===== src/rtl/pc_stable_detector.sv =====
// Flags a halted core: pc unchanged for HALT_STABLE consecutive cycles.
module pc_stable_detector #(
    parameter int unsigned XLEN        = 32,
    parameter int unsigned HALT_STABLE = 4
) (
    input  logic            clk,
    input  logic            rst,
    input  logic [XLEN-1:0] pc,
    output logic            halted
);

    localparam int unsigned CntW = $clog2(HALT_STABLE + 1);

    logic [XLEN-1:0] prev_pc;
    logic [CntW-1:0] stable_cnt;
    logic            same;

    assign same   = (pc == prev_pc);
    // Current cycle counts toward the run, hence the +1.
    assign halted = same && ((32'(stable_cnt) + 32'd1) >= HALT_STABLE);

    always_ff @(posedge clk or posedge rst) begin
        if (rst) begin
            prev_pc    <= '0;
            stable_cnt <= '0;
        end else begin
            prev_pc <= pc;
            if (!same) begin
                stable_cnt <= '0;
            end else if (32'(stable_cnt) < HALT_STABLE) begin
                stable_cnt <= stable_cnt + 1'b1;
            end
        end
    end

endmodule


===== config.mk =====
export PLATFORM = sky130hd
export DESIGN_NAME = pc_stable_detector
export DESIGN_NICKNAME = d
export VERILOG_FILES = /design/src/rtl/pc_stable_detector.sv
export SDC_FILE = /design/constraint.sdc
export NUM_CORES = 1
export LEC_CHECK = 0
export CORE_UTILIZATION = 35
export CTS_CLUSTER_DIAMETER = 50
export DETAILED_ROUTE_END_ITERATION = 6
export PLACE_DENSITY = 0.66
export SETUP_SLACK_MARGIN = 0.1
export SKIP_CTS_REPAIR_TIMING = 1
export SKIP_LAST_GASP = 1
export SYNTH_ARGS = -nofsm -noshare
export SYNTH_HDL_FRONTEND = slang
export SYNTH_SLANG_ARGS = --single-unit
export TNS_END_PERCENT = 50

===== constraint.sdc =====
create_clock -name clk -period 3 [get_ports clk]
set_input_delay 0.6 -clock clk [delete_from_list [all_inputs] [get_ports clk]]
set_output_delay 0.6 -clock clk [all_outputs]
set_load 0.02 [all_outputs]

==> summary.md <==
| Metric | Value |
|---|---|
| Layout Nets | `167` |
| Top cells by area, synth | `dfrtp_1, xor2_1, nor4_1` |
| Metal2 WL | `1.05 mm` |
| PD cells | `roughly 510 nW/µm²` |
| Met1 Wirelength | `around 1000 µm` |
| H-tree depth | `2` |
| Worst-path fanout max | `2` |
| Crit path launch type | `input pin` |
| Hpwl dp | `~1.7 mm` |
| CP Data Arrival Time | `around 2.2 ns` |
| # IOs | `35` |
| Routability cong. | `~0.7` |
| Hold Crit Class | `flop to flop` |
| Rows | `21` |
| Final worst-path cycle share | `0.916` |
| Clock tree buffer depth | `2` |
| Final cell count without fillers | `roughly 180` |
| Fin. max-slew vios | `0` |
| DRT antenna net count | `0` |
| Min-delay src | `stable_cnt[0]` |
| Status | `finished clean` |
| Initial antenna violation count | `0` |
| Vias in the first global route | `about 800` |
| Utilization after layout | `0.533` |
| Setup Crit Path Kind | `input pin to output pin` |
| Endpoint class of the critical path | `output pin` |
| Post-synthesis cell count | `88` |
| Area Overhead vs Synth | `41.8%` |
| Top Metal Used | `met4` |
| YS warnings | `0` |
| First-pass GRT wire length | `~3.7 mm` |
| #FFs+latches synth | `35` |
| Drt wl/cell | `12.1 µm` |
| Die Footprint | `between 3000 and 4000 µm²` |
| Max Cap Viol | `0` |
| Synth cell types | `12` |
| Layout cells sized above 1 | `0.136` |
| Clock power frac | `0.350` |
| Skew final | `0.00299 ns` |
| Initial core utilization | `0.376` |
| Total Wirelength | `about 2.1 mm` |
| Gr ovfl total | `0` |
| Net Switching | `about 0.20 mW` |
| Final Hold Vio Count | `0` |
| Drt pass-1 iters | `2` |
| Clock slew at reported path FFs | `0.06 ns` |
| Tightest Pin Transition | `approximately 0.42 ns` |
| Worst ir drop on vdd | `between 0.3 and 0.4 mV` |
| # diodes | `0` |
| Switching Fraction | `0.215` |
| Routed vias/inst | `around 4.4` |
| CTS tree | `yes` |
| Final setup vio count | `0` |
| Share of power burned in registers | `0.539` |
| Sequential area share after synthesis | `0.677` |
| Worst skew pair latency | `approximately 0.28 ns` |
| Syn avg cell area | `between 10 and 15 µm²` |
| CTS Root Cell | `clkbuf_8` |
| Slew headroom | `0.720` |
| Met3 routed WL | `between 90 and 100 µm` |
| Yosys top cell by area | `dfrtp_1` |
| Clk sinks | `35` |
| Post-Syn Area | `about 1300 µm²` |
| Synth Net Count | `approximately 120` |
| CP startpoint | `pc[14]` |
| Combinational share of power | `0.111` |
| IO buf count | `34` |
| All-Layer GR Usage | `0.125` |
| Lkg Pwr | `0.784 nW` |
| DRC violations left | `0` |
| Reg2reg start | `prev_pc[0]` |
| Cell-internal power | `between 0.7 and 0.8 mW` |
| Tmin final | `between 2 and 3 ns` |
| Via count | `between 700 and 800` |
| Fmax | `0.364 GHz` |
| Initial detailed-routing violation count | `4` |
| Area share of the largest cell type after synthesis | `0.677` |
| TritonCTS Buffers | `5` |
| Pin count of the biggest net entering global routing | `36` |
| Die width | `roughly 63 µm` |
| Placed instance count | `approximately 170` |
| Worst path required time | `2.40 ns` |
| Core ar. | `roughly 3400 µm²` |
| RSZ-0062 raised after global routing | `false` |
| Die Y | `between 60 and 70 µm` |
==> cell usage after synthesis, drive strengths merged <==
cell / count
dfrtp: 35
xor2: 33
nor4: 9
nor3: 3
nand4: 2
a21oi: 1
ha: 1
inv: 1
mux2i: 1
nand2: 1
nor2: 1
==> critical path: stages <==
cell             delay [ns]
clkdlybuf4s50_1        0.45
xor2_1                 0.17
nor4_2                 0.28
nand4_1                0.18
nor4_2                 0.27
buf_2                  0.20
==> sequential cells by signal, summed over array words and instances, names as in the netlist <==
signal,flops
prev_pc,32
stable_cnt,3
==> path summary, 6_finish.rpt <==
kind | end | slack [ns] | cells past startpoint
min reg2reg | stable_cnt[0] | 0.64 | 2
max in group asynchronous | prev_pc[26] | 1.97 | 3
min in group asynchronous | prev_pc[15] | 0.73 | 3
max | halted | 0.25 | 6
max reg2reg | stable_cnt[1] | 1.51 | 5
min | stable_cnt[0] | 0.64 | 2
==> metal layers <==
metal | vias up | GRT usage
li1 | 382 | -
met1 | 378 | 0.148
met2 | 18 | 0.189
met3 | 2 | 0.0547
met4 | 0 | 0.0698
met5 | - | 0
==> final cells by class <==
type	count	area, µm²
Multi-Input combinational cell	52	452
Fill cell	297	1610
Timing Repair Buffer	37	358
Clock inverter	1	5.00
Tap cell	46	57.6
Clock buffer	6	82.6
Inverter	1	3.75
Sequential cell	35	876
==> power by group through the flow <==
stage                     clock (mW)  sequential [mW]  combinational (mW)
after CTS                      0.343            0.504              0.0984
after global placement             0            0.512              0.0953
after detailed placement           0            0.513              0.0978
after floorplan                    0            0.511              0.0366
final                          0.327            0.504               0.104
after global routing           0.365            0.505               0.114
==> logic make-up (layout without fill, tap and decap cells) <==
| group | count (synthesis) | in the layout | share of synthesized area |
|---|---|---|---|
| compound gates | 1 | 1 | 0.00386 |
| xor+xnor | 33 | 33 | 0.223 |
| fa+ha+maj | 1 | 1 | 0.00967 |
| buf+inv | 1 | 45 | 0.00290 |
| flops | 35 | 35 | 0.677 |
| mux | 1 | 1 | 0.00774 |
| simple gates | 16 | 16 | 0.0754 |
==> cells in the final DEF (no fill, tap or decap), drive strengths merged <==
cell | synthesis | layout
a21oi | 1 | 1
buf | 0 | 4
clkbuf | 0 | 6
clkdlybuf4s50 | 0 | 33
clkinv | 0 | 1
dfrtp | 35 | 35
ha | 1 | 1
inv | 1 | 1
mux2i | 1 | 1
nand2 | 1 | 1
nand4 | 2 | 2
nor2 | 1 | 1
nor3 | 3 | 3
nor4 | 9 | 9
xor2 | 33 | 33
==> per-stage QoR <==
step	total power [mW]	TNS [ns]	area [µm²]	hold WS (ns)	setup slack, ns
6_report	0.934	0	1830	0.637	0.252
5_1_grt	0.984	0	1830	0.679	0.111
4_1_cts	0.945	-0.371	1800	0.642	-0.371
3_5_place_dp	0.610	-0.370	1710	0.634	-0.370
3_3_place_gp	0.607	-0.303	1710	0.603	-0.303
2_1_floorplan	0.547	0	1290	0.568	0.669
Note: power is estimated with default switching activity, not from simulation.
